===== src/rtl/dac_sample_feeder.sv =====
// dac_sample_feeder
// Sits directly upstream of the DAC PHY. Signed 12-bit I/Q pairs arrive on a
// valid/ready stream and are buffered in a small FIFO. Once enough samples are
// queued (prefill), one pair is released every rate_div+1 cycles, converted to
// offset binary and presented on registered outputs. Starvation is counted
// rather than glitching the output: the last value is held.
//
// Ports:
//   phy_clk        clock
//   reset          synchronous, active-high reset
//   enable         playback enable; low flushes the FIFO and idles
//   rate_div       output period minus one, in phy_clk cycles
//   s_valid        input pair valid
//   s_ready        input pair accepted when s_valid && s_ready
//   s_data_i/q     input I/Q samples, two's complement
//   clr_underflow  pulse clearing the underflow flag and counter
//   data_i/q       output I/Q samples to the PHY, offset binary, registered
//   sample_strobe  one-cycle pulse when data_i/q take a newly popped value
//   fifo_level     current FIFO occupancy
//   running        high while playing out samples
//   underflow      sticky flag, set when a tick finds the FIFO empty
//   underflow_cnt  saturating count of underflow events

module dac_sample_feeder #(
    parameter int DEPTH   = 16,
    parameter int PREFILL = 8,
    parameter int DIV_W   = 16
) (
    input  logic                     phy_clk,
    input  logic                     reset,
    input  logic                     enable,
    input  logic [DIV_W-1:0]         rate_div,
    input  logic                     s_valid,
    output logic                     s_ready,
    input  logic [11:0]              s_data_i,
    input  logic [11:0]              s_data_q,
    input  logic                     clr_underflow,
    output logic [11:0]              data_i,
    output logic [11:0]              data_q,
    output logic                     sample_strobe,
    output logic [$clog2(DEPTH):0]   fifo_level,
    output logic                     running,
    output logic                     underflow,
    output logic [15:0]              underflow_cnt
);

    localparam int AW = $clog2(DEPTH);
    localparam int LW = AW + 1;
    localparam logic [LW-1:0] DEPTH_L   = LW'(DEPTH);
    localparam logic [LW-1:0] PREFILL_L = LW'(PREFILL);
    localparam logic [11:0]   MIDSCALE  = 12'h800;

    typedef enum logic [1:0] {
        IDLE,
        PRIME,
        RUN
    } state_t;

    state_t           state;
    logic [23:0]      mem [DEPTH];
    logic [AW-1:0]    wr_ptr;
    logic [AW-1:0]    rd_ptr;
    logic [DIV_W-1:0] div_cnt;
    logic             push;
    logic             pop;
    logic             tick;
    logic             empty;
    logic             uf_event;

    // Two's complement to offset binary is just an MSB flip.
    function automatic logic [11:0] to_offset(input logic [11:0] v);
        return {~v[11], v[10:0]};
    endfunction

    // Readiness depends only on registered occupancy, so a pop in the same
    // cycle never makes room for a push into a full FIFO.
    assign s_ready  = enable && (fifo_level < DEPTH_L);
    assign push     = s_valid && s_ready;
    assign empty    = (fifo_level == '0);
    // The divider compares against the live rate_div so a new value applies
    // at once; a count already past it ticks on the next comparison.
    assign tick     = (state == RUN) && enable && (div_cnt >= rate_div);
    assign pop      = tick && !empty;
    assign uf_event = tick && empty;

    // Sample storage; pointers and occupancy define what is valid, so the
    // array itself needs no reset.
    always_ff @(posedge phy_clk) begin
        if (push) begin
            mem[wr_ptr] <= {s_data_i, s_data_q};
        end
    end

    // Playback state machine, FIFO bookkeeping, rate divider and output
    // registers. Dropping enable flushes everything back to IDLE in one cycle.
    always_ff @(posedge phy_clk) begin
        if (reset) begin
            state         <= IDLE;
            running       <= 1'b0;
            wr_ptr        <= '0;
            rd_ptr        <= '0;
            fifo_level    <= '0;
            div_cnt       <= '0;
            data_i        <= MIDSCALE;
            data_q        <= MIDSCALE;
            sample_strobe <= 1'b0;
        end else if (!enable) begin
            state         <= IDLE;
            running       <= 1'b0;
            wr_ptr        <= '0;
            rd_ptr        <= '0;
            fifo_level    <= '0;
            div_cnt       <= '0;
            data_i        <= MIDSCALE;
            data_q        <= MIDSCALE;
            sample_strobe <= 1'b0;
        end else begin
            sample_strobe <= 1'b0;

            if (push) begin
                wr_ptr <= wr_ptr + 1'b1;
            end

            if (pop) begin
                rd_ptr        <= rd_ptr + 1'b1;
                data_i        <= to_offset(mem[rd_ptr][23:12]);
                data_q        <= to_offset(mem[rd_ptr][11:0]);
                sample_strobe <= 1'b1;
            end

            unique case ({push, pop})
                2'b10:   fifo_level <= fifo_level + 1'b1;
                2'b01:   fifo_level <= fifo_level - 1'b1;
                default: fifo_level <= fifo_level;
            endcase

            unique case (state)
                IDLE: begin
                    state   <= PRIME;
                    running <= 1'b0;
                    div_cnt <= '0;
                end
                PRIME: begin
                    div_cnt <= '0;
                    if (fifo_level >= PREFILL_L) begin
                        state   <= RUN;
                        running <= 1'b1;
                    end
                end
                RUN: begin
                    running <= 1'b1;
                    if (tick) begin
                        div_cnt <= '0;
                    end else begin
                        div_cnt <= div_cnt + 1'b1;
                    end
                end
                default: begin
                    state   <= IDLE;
                    running <= 1'b0;
                    div_cnt <= '0;
                end
            endcase
        end
    end

    // Underflow statistics survive enable toggling; only reset or an
    // explicit clear wipes them. A clear that lands on a fresh underflow
    // keeps that one event.
    always_ff @(posedge phy_clk) begin
        if (reset) begin
            underflow     <= 1'b0;
            underflow_cnt <= '0;
        end else if (clr_underflow) begin
            underflow     <= uf_event;
            underflow_cnt <= uf_event ? 16'd1 : 16'd0;
        end else if (uf_event) begin
            underflow <= 1'b1;
            if (underflow_cnt != 16'hFFFF) begin
                underflow_cnt <= underflow_cnt + 16'd1;
            end
        end
    end

endmodule


===== config.mk =====
export PLATFORM = sky130hd
export DESIGN_NAME = dac_sample_feeder
export DESIGN_NICKNAME = d
export VERILOG_FILES = /design/src/rtl/dac_sample_feeder.sv
export SDC_FILE = /design/constraint.sdc
export NUM_CORES = 1
export LEC_CHECK = 0
export CAP_MARGIN = 15
export CORE_UTILIZATION = 45
export CTS_BUF_LIST = sky130_fd_sc_hd__clkbuf_8 sky130_fd_sc_hd__clkbuf_16
export CTS_CLUSTER_SIZE = 40
export DETAILED_ROUTE_END_ITERATION = 16
export HOLD_SLACK_MARGIN = 0.15
export SLEW_MARGIN = 10
export SYNTH_ARGS = -nofsm -noshare
export SYNTH_HDL_FRONTEND = slang
export SYNTH_SLANG_ARGS = --single-unit

===== constraint.sdc =====
create_clock -name phy_clk -period 8.3 [get_ports phy_clk]
set_input_delay 2.075 -clock phy_clk [delete_from_list [all_inputs] [get_ports phy_clk]]
set_output_delay 2.075 -clock phy_clk [all_outputs]
set_load 0.02 [all_outputs]

==> results of run 1 <==
==> where the power goes <==
group	switching [mW]	leakage (nW)	internal (mW)	total (mW)
clock	0.901	0.817	1.26	2.16
sequential	0.00259	4.09	2.52	2.52
combinational	0.0514	1.88	0.0358	0.0872
==> path summary, 6_finish.rpt <==
path | slack [ns] | to | cells after the start
max | 2.57 | fifo_level[4]$_SDFFE_PP0P_ | 19
min | 0.45 | data_i[5]$_SDFFE_PP0P_ | 2
max reg2reg | 4.09 | fifo_level[4]$_SDFFE_PP0P_ | 18
min reg2reg | 0.45 | data_i[5]$_SDFFE_PP0P_ | 2
==> synth_stat cells (all sizes together), types with 6 or more instances <==
cell type,n,area share [%]
ha,29,2.0
nand2b,6,0.21
xnor2,10,0.48
nand4,13,0.45
and3,6,0.21
nand2,79,1.6
buf,16,0.42
nor2,61,1.3
a21oi,46,1.3
inv,25,0.51
o21ai,9,0.25
edfxtp,384,63
nor3,6,0.16
mux4,120,15
xor2,22,1.1
nand3,21,0.65
dfxtp,78,8.6
clkbuf,34,0.70
==> per-layer routing <==
layer	vias up	track usage (%)	wire, µm
li1	4231	-	-
met1	4879	27.97	17660
met2	272	31.69	19030
met3	66	4.059	2448
met4	2	5.424	779
met5	-	0	11
==> state kept, by name (all words and copies together), names as in the netlist, 2 cells and up, named ones only <==
signal,count
data_i,12
data_q,12
div_cnt,16
fifo_level,5
mem,384
rd_ptr,4
state,2
underflow_cnt,16
wr_ptr,4
==> critical path, stage by stage <==
cell             delay (ns)
clkdlybuf4s50_1        0.46
inv_1                  0.04
ha_1                   0.30
and4_1                 0.23
nand2_1                0.07
or4_4                  0.56
nand3_4                0.16
nand3_2                0.08
buf_4                  0.30
inv_2                  0.11
ha_1                   0.41
xor2_1                 0.19
ha_1                   0.27
nand2_1                0.08
a221o_1                0.32
o311ai_0               0.11
a21oi_1                0.10
o21ai_0                0.15
nor3b_1                0.19
==> cell type report <==
class                   count  area (µm²)  share of cell area, %
inverters                  25       93.84                 0.4360
repair buffers            117        1111                  5.162
clock inverters            36       299.0                  1.389
flip-flops and latches    462       13100                  60.87
multi-input cells         476        4954                  23.01
clock buffers              55        1309                  6.080
well taps                 525       656.9                  3.052
==> per-stage QoR <==
stage          cells  cell area [µm²]  power, mW  util, %  hold WS (ns)
2_1_floorplan   1013            18230      2.599        -        0.4648
3_3_place_gp    1605            19920      2.653    50.01        0.4449
3_5_place_dp    1605            19920      2.655    50.01        0.4475
4_1_cts         1696            21520      4.807    54.05        0.4561
5_1_grt         1696            21520      4.908    54.05        0.4960
6_report        1696            21520      4.767    54.05        0.4531
==> cell families (layout without fill, tap and decap cells) <==
family / after synthesis / in the layout / synth area share, %
simple gates: 217 / 217 / 5.554
fa+ha+maj: 29 / 29 / 1.991
mux: 124 / 124 / 15.05
xor+xnor: 32 / 32 / 1.538
buf+inv: 75 / 233 / 1.634
compound gates: 74 / 74 / 2.403
flops: 462 / 462 / 71.83
==> impl_metrics.tcl, run 1 <==
set metrics [dict create \
    status "finished, final reports clean" \
    cts_setup_buffers 0 \
    ys_seq_area_share_pct 71.83 \
    finalMaxSlewViolations 0 \
    start_util_pct 45.77 \
    rsz0062_at_grt "no" \
    max_freq_ghz 0.1745 \
    clock_latency_ns 0.58 \
    power_density_nw_per_um2 221.4 \
    first_pass_iters 5 \
    n_antenna_cell 0 \
    syn_to_final_growth_pct 18.10 \
    via_per_inst 5.572 \
    drtAntennaViolNets 0 \
    grt_pass1_wl_um 59750 \
    finalSetupViolCount 0 \
    hold_viol_final 0 \
    grt_pass1_vias 9467 \
    dieWidth_um 203.3 \
    tritoncts "yes" \
    layout_common_cells "edfxtp_1, mux4_2, clkdlybuf4s50_1, nand2_1, dfxtp_1" \
    dieArea_um2 41310 \
    dp_slack_ns 2.047 \
    syn_area_um2 18230 \
    cts_sinks 462 \
    clockBufferDepth 3 \
    tns_ns 0 \
    synth_seq_cells 462 \
    fin_crit_ns 5.730 \
    slew_headroom_pct 24.62 \
    fin_crit_sh_pct 69.04 \
    synth_flop_cell "edfxtp_1" \
    final_nets 1205 \
    synth_edf_count 384 \
    hpwl_um 21970 \
    leakagePower_nw 6.784 \
    crit_type "input pin to flop" \
    gp_congestion 0.7716 \
    grt_start_max_net_pins 54 \
    endpoint_kind "flop" \
    worstPathArrival_ns 6.21 \
    cp.required_ns 8.77 \
    finalWorstSetupSlack_ns 2.570 \
    maxCapViolations 0 \
    drc 0 \
    crit_fanout 31 \
    post_cts_resized 0 \
    clkTransAtPathRegs_ns 0.06 \
    synthCells 1013 \
    synth_cell_type_count 47 \
    async_flop_share_pct 0 \
    numCtsBuffers 49 \
    antenna_found_initial 1 \
    htree_levels 2 \
    worstMarginPinSlew_ns 1.131 \
    start_kind "input pin" \
    cp-startpoint "rate_div[11]" \
    io_buffer_count 93 \
    drive_gt1_share_pct 21.86 \
    die_y_um 203.3 \
    fp.coreArea_um2 39820 \
    grt_overflow 0 \
    final_common_cell "edfxtp_1" \
    postSynthAreaPerCell_um2 17.99 \
    ctsRootBufferMaster "clkbuf_16" \
    wirelength_um 39930 \
    wl_per_cell_um 23.54 \
    min-delay-start "data_i[5]$_SDFFE_PP0P_" \
    track_usage_pct 19.90 \
    r2r-start "div_cnt[0]$_SDFF_PP0_" \
    rows 73 \
    drtIter0Drc 591 \
    postCtsHoldBufs 0 \
    syn_nets 1087 \
    skew_ns 0.01994 \
    fillers 3202 \
    vdd_ir_drop_max_uv 197.5 \
    min_path_type "flop to flop" \
    boundaryPins 94 \
    num_vias 9450 \
    yosys_warnings 0 \
]
(Power assumes the default switching activity.)
==> run 2, diff against run 1 <==
--- a/config.mk
+++ b/config.mk
@@ -11,6 +11,7 @@
 export CTS_CLUSTER_SIZE = 40
 export DETAILED_ROUTE_END_ITERATION = 16
 export HOLD_SLACK_MARGIN = 0.15
+export PLACE_DENSITY = 0.65
 export SLEW_MARGIN = 10
 export SYNTH_ARGS = -nofsm -noshare
 export SYNTH_HDL_FRONTEND = slang
==> constraint.sdc (replaced) <==
create_clock -name phy_clk -period 4.79 [get_ports phy_clk]
set_input_delay 1.1975 -clock phy_clk [delete_from_list [all_inputs] [get_ports phy_clk]]
set_output_delay 1.1975 -clock phy_clk [all_outputs]
set_load 0.02 [all_outputs]
==> run 2 against run 1 <==
  * Critical path depth is 1 lower
  * Non-clock buffer count grew 8
  * Sequential power grew 73%
  * Sequential share of layout area fell by 0.30 points
  * Worst hold slack barely moved
  * Clock skew is 0.012 ns higher
  * Combinational power rose by 78%
  * Flip-flop and latch count did not move
  * Critical path type unchanged
  * Critical endpoint unchanged
==> impl_metrics.tcl, run 2 (synthesis gave the netlist of run 1 again) <==
set metrics [dict create \
    finalMaxSlewViolations 0 \
    path_common_cell "ha_1" \
    hpwl_um 21520 \
    n_antenna_cell 0 \
    postCtsHoldBufs 0 \
    syn_to_final_growth_pct 18.68 \
    final_common_cell "edfxtp_1" \
    r2r-start "div_cnt[0]$_SDFF_PP0_" \
    max_stage_delay_ns 0.57 \
    finalWorstSetupSlack_ns 0.5565 \
    first_pass_iters 7 \
    rows 73 \
    slew_headroom_pct 24.82 \
    p_switching_mw 1.636 \
    critical-path-top-delay-family "simple AND/OR/NAND/NOR gates" \
    die_y_um 203.3 \
    drive_gt1_share_pct 21.82 \
    r2r_end "fifo_level[4]$_SDFFE_PP0P_" \
    largestRegisters "mem (384), div_cnt (16), underflow_cnt (16)" \
    rsz0062_at_grt "no" \
    power_density_nw_per_um2 377.9 \
    crit_fanout 5 \
    crit_path_end "fifo_level[4]$_SDFFE_PP0P_" \
    grt_start_max_net_pins 97 \
    p_sw_share_pct 20.01 \
    min_path_type "flop to flop" \
    grt_pass1_vias 9551 \
    rrSetupSlack_ns 1.23 \
    top_register "mem" \
    dieWidth_um 203.3 \
    boundaryPins 94 \
    fin_crit_ns 4.234 \
    leakagePower_nw 6.856 \
    cp.depth 18 \
    crit_chain "clkdlybuf4s50_1 -> inv_1 -> ha_1 -> and4_1 -> nand2_1 -> or4_4 -> nand3_4 -> nand3_2 -> inv_2 -> ha_1 -> xor2_1 -> ha_1 -> nand2_1 -> a221o_1 -> o311ai_0 -> a21oi_1 -> o21ai_0 -> nor3b_1" \
    fin_crit_sh_pct 88.38 \
    io_buffer_count 93 \
    num_vias 9460 \
    hold-worst-slack_ns 0.4528 \
    reg2reg_depth 16 \
    drtAntennaViolNets 0 \
    dp_slack_ns -0.02392 \
    clock_latency_ns 0.59 \
    gp_congestion 0.7908 \
    wl_per_cell_um 22.83 \
    dieArea_um2 41310 \
    ctsRootBufferMaster "clkbuf_16" \
    cp-startpoint "rate_div[15]" \
    numCtsBuffers 48 \
    cts_sinks 462 \
    fillers 3133 \
    vdd_ir_drop_max_uv 336.2 \
    grt_pass1_wl_um 58690 \
    hold_viol_final 0 \
    max_freq_ghz 0.2362 \
    largest_reg_flops 384 \
    pwr-share-clk_pct 44.7 \
    crit_type "input pin to flop" \
    track_usage_pct 19.31 \
    cp.required_ns 5.29 \
    via_per_inst 5.555 \
    combPwrFrac_pct 1.9 \
    antenna_found_initial 1 \
    status "finished, final reports clean" \
    finalSetupViolCount 0 \
    grt_overflow 0 \
    htree_levels 2 \
    p_int_mw 6.538 \
    cp_slowest_cell "or4_4" \
    p_total_mw 8.174 \
    drc 0 \
    dp_cells 1613 \
    tns_ns 0 \
    clkTransAtPathRegs_ns 0.06 \
    wirelength_um 38880 \
    clockBufferDepth 3 \
    start_kind "input pin" \
    start_util_pct 45.77 \
    stdcell_count 1703 \
    maxCapViolations 0 \
    drtIter0Drc 629 \
    hold_depth 2 \
    crit_buf_inv 3 \
    final_nets 1212 \
    post_cts_resized 0 \
    fp.coreArea_um2 39820 \
    tritoncts "yes" \
    endpoint_kind "flop" \
    cts_setup_buffers 0 \
    worstPathArrival_ns 4.73 \
    p_seq_share_pct 53.4 \
    worstMarginPinSlew_ns 1.126 \
    layout_common_cells "edfxtp_1, mux4_2, clkdlybuf4s50_1, nand2_1, dfxtp_1" \
    skew_ns 0.03230 \
]
-- run 2: cell count changes in the layout (fill, tap and decap cells not counted), sizes merged --
cell	before	now
buf	24	32
inv	36	41
clkinvlp	5	2
clkinv	16	14
bufinv	4	3
-- run 2: worst register-to-register path, stage by stage (launching register included) --
cell and delay (ns):
dfxtp_1 0.45, inv_1 0.08, ha_1 0.26, nand2b_1 0.14
a2111oi_0 0.53, or4_4 0.26, nand3_4 0.08, nand3_2 0.10
inv_2 0.04, ha_1 0.25, xor2_1 0.17, ha_1 0.25
o311ai_0 0.32, nand4_1 0.13, nor2b_1 0.15, o21ai_0 0.09
nor3b_1 0.14
-- run 2: power groups by stage --
| stage | logic, mW | clock network [mW] | registers [mW] |
|---|---|---|---|
| 2_1_floorplan | 0.0533 | 0 | 4.45 |
| 3_3_place_gp | 0.152 | 0 | 4.45 |
| 3_5_place_dp | 0.156 | 0 | 4.45 |
| 4_1_cts | 0.157 | 3.74 | 4.36 |
| 5_1_grt | 0.170 | 3.89 | 4.36 |
| 6_report | 0.155 | 3.65 | 4.36 |
-- run 2: final cells by class --
type / count / area (µm²) / share of cell area [%]
repair buffers: 125 / 1234 / 5.703
clock inverters: 35 / 294.0 / 1.359
clock buffers: 55 / 1297 / 5.998
flip-flops and latches: 462 / 13100 / 60.57
well taps: 525 / 656.9 / 3.037
multi-input cells: 476 / 4954 / 22.90
inverters: 25 / 93.84 / 0.4338
-- run 2: worst min path at each step --
stage	endpoint	start
finish	data_i[5]$_SDFFE_PP0P_	data_i[5]$_SDFFE_PP0P_
global route	data_q[1]$_SDFFE_PP0P_	data_q[1]$_SDFFE_PP0P_
CTS	data_i[5]$_SDFFE_PP0P_	data_i[5]$_SDFFE_PP0P_
detailed placement	data_i[5]$_SDFFE_PP0P_	data_i[5]$_SDFFE_PP0P_
global placement	data_i[2]$_SDFFE_PP0P_	data_i[2]$_SDFFE_PP0P_
floorplan	div_cnt[0]$_SDFF_PP0_	div_cnt[0]$_SDFF_PP0_
-- run 2: routing by layer --
metal  part of all wire [%]  GRT usage [%]  vias up
met3                    5.4          3.132       55
met2                     49          32.09      251
met1                     43          26.31     4892
li1                       -              -     4260
met4                    1.8          5.747        2
met5                  0.033              0        -
-- run 2: per-stage QoR --
step           util [%]  area, µm²
2_1_floorplan         -      18230
3_3_place_gp      50.32      20040
3_5_place_dp      50.32      20040
4_1_cts           54.32      21630
5_1_grt           54.32      21630
6_report          54.32      21630
==> run 3, diff against run 2 <==
--- a/config.mk
+++ b/config.mk
@@ -6,6 +6,7 @@
 export NUM_CORES = 1
 export LEC_CHECK = 0
 export CAP_MARGIN = 15
+export CORE_MARGIN = 2
 export CORE_UTILIZATION = 45
 export CTS_BUF_LIST = sky130_fd_sc_hd__clkbuf_8 sky130_fd_sc_hd__clkbuf_16
 export CTS_CLUSTER_SIZE = 40
==> run 3 against run 2 <==
  * Clock-buffer cell count down 1
  * Die area increased by 2.0%
  * Non-clock buffer count rose by 1
  * Combinational power about the same
  * Design area barely moved
  * Final cell count is the same
  * Sequential share of layout area hardly changed
  * Global-route usage is 0.48 points lower
  * Clock skew shrank 0.019 ns
  * Largest cell class unchanged
  * Largest power group unchanged
==> impl_metrics.tcl, run 3 (synthesis gave the netlist of run 1 again) <==
set metrics [dict create \
    rsz0062_at_grt "no" \
    dieWidth_um 205.3 \
    final_nets 1213 \
    antenna_found_initial 1 \
    rows 73 \
    largest_reg_flops 384 \
    layout_common_cells "edfxtp_1, mux4_2, clkdlybuf4s50_1, nand2_1, dfxtp_1" \
    pwr-share-clk_pct 45.1 \
    leakagePower_nw 6.864 \
    crit_buf_inv 3 \
    status "finished, final reports clean" \
    io_buffer_count 93 \
    num_vias 9447 \
    gp_congestion 0.7911 \
    drtIter0Drc 686 \
    finalMaxSlewViolations 0 \
    vdd_ir_drop_max_uv 262.7 \
    skew_ns 0.01347 \
    wl_per_cell_um 22.87 \
    p_switching_mw 1.609 \
    final_common_cell "edfxtp_1" \
    tritoncts "yes" \
    slew_headroom_pct 34.22 \
    critical-path-top-delay-family "simple AND/OR/NAND/NOR gates" \
    via_per_inst 5.547 \
    p_seq_share_pct 53.0 \
    worstPathArrival_ns 4.79 \
    path_common_cell "ha_1" \
    endpoint_kind "flop" \
    track_usage_pct 18.83 \
    ctsRootBufferMaster "clkbuf_16" \
    top_register "mem" \
    n_antenna_cell 0 \
    clockBufferDepth 3 \
    start_util_pct 45.77 \
    worstMarginPinSlew_ns 0.9867 \
    p_int_mw 6.625 \
    numCtsBuffers 48 \
    boundaryPins 94 \
    cts_sinks 462 \
    max_stage_delay_ns 0.57 \
    crit_type "input pin to flop" \
    syn_to_final_growth_pct 18.69 \
    cp.required_ns 5.28 \
    drc 0 \
    min_path_type "flop to flop" \
    wirelength_um 38950 \
    clkTransAtPathRegs_ns 0.06 \
    grt_pass1_wl_um 58310 \
    hold-worst-slack_ns 0.4570 \
    finalSetupViolCount 0 \
    power_density_nw_per_um2 380.7 \
    start_kind "input pin" \
    hold_viol_final 0 \
    maxCapViolations 0 \
    largestRegisters "mem (384), div_cnt (16), underflow_cnt (16)" \
    clock_latency_ns 0.58 \
    grt_overflow 0 \
    htree_levels 2 \
    hpwl_um 21690 \
    p_sw_share_pct 19.54 \
    postCtsHoldBufs 0 \
    post_cts_resized 0 \
    fin_crit_ns 4.302 \
    drive_gt1_share_pct 21.73 \
    tns_ns 0 \
    crit_chain "clkdlybuf4s50_1 -> inv_1 -> ha_1 -> and4_1 -> nand2_1 -> or4_4 -> nand3_4 -> nand3_2 -> inv_2 -> ha_1 -> xor2_1 -> ha_1 -> nand2_1 -> a221o_1 -> o311ai_0 -> a21oi_1 -> o21ai_0 -> nor3b_1" \
    cp_slowest_cell "or4_4" \
    grt_pass1_vias 9574 \
    max_freq_ghz 0.2324 \
    die_y_um 205.3 \
    combPwrFrac_pct 1.9 \
    dieArea_um2 42130 \
    dp_cells 1614 \
    grt_start_max_net_pins 64 \
    crit_fanout 5 \
    fin_crit_sh_pct 89.81 \
    stdcell_count 1703 \
    first_pass_iters 7 \
    drtAntennaViolNets 0 \
    fp.coreArea_um2 39820 \
    cts_setup_buffers 0 \
]
[run 3: final cells by class]
class                           count  area [µm²]
Timing Repair Buffer              126        1241
Clock buffer                       54        1295
Clock inverter                     35       290.3
Fill cell                        3166       18190
Sequential cell                   462       13100
Multi-Input combinational cell    476        4954
Tap cell                          525       656.9
Inverter                           25       93.84
[run 3: routing by layer]
layer	vias up	part of all wire, %	track usage, %
li1	4254	-	-
met1	4810	43	25.68
met2	302	48	30.67
met3	79	6.4	3.611
met4	2	2.6	6.346
met5	-	0.036	0
[run 3: power by group through the flow]
stage	registers (mW)	logic, mW	clock network, mW
final	4.36	0.156	3.71
after global placement	4.45	0.152	0
after CTS	4.36	0.158	3.79
after floorplan	4.45	0.0533	0
after global routing	4.36	0.171	3.93
after detailed placement	4.45	0.156	0
[run 3: metrics by stage]
| step | instance area [µm²] | setup slack [ns] | util (%) | power (mW) |
|---|---|---|---|---|
| after CTS | 21630 | 0.5452 | 54.32 | 8.311 |
| final | 21630 | 0.4880 | 54.32 | 8.235 |
| after global routing | 21630 | 0.2365 | 54.32 | 8.464 |
| after floorplan | 18230 | 0.1003 | - | 4.504 |
| after global placement | 20050 | 0.06843 | 50.34 | 4.601 |
| after detailed placement | 20050 | -0.06221 | 50.34 | 4.606 |
[run 3: worst reg2reg max path, stage by stage (launching register included)]
cell,delay (ns)
dfxtp_1,0.44
inv_1,0.07
ha_1,0.27
nand2b_1,0.09
a2111oi_0,0.09
buf_4,0.14
or4_4,0.54
nand3_4,0.11
nand3_2,0.09
inv_2,0.07
ha_1,0.26
xor2_1,0.18
ha_1,0.27
nand2_1,0.08
a221o_1,0.31
o311ai_0,0.11
a21oi_1,0.09
o21ai_0,0.14
nor3b_1,0.22
[run 3: path summary, 6_finish.rpt]
path         cells after the start                    endpoint              startpoint  slack [ns]
min                              2      data_i[9]$_SDFFE_PP0P_  data_i[9]$_SDFFE_PP0P_        0.46
max reg2reg                     18  fifo_level[4]$_SDFFE_PP0P_   div_cnt[0]$_SDFF_PP0_        1.14
min reg2reg                      2      data_i[9]$_SDFFE_PP0P_  data_i[9]$_SDFFE_PP0P_        0.46
max                             18  fifo_level[4]$_SDFFE_PP0P_            rate_div[15]        0.49
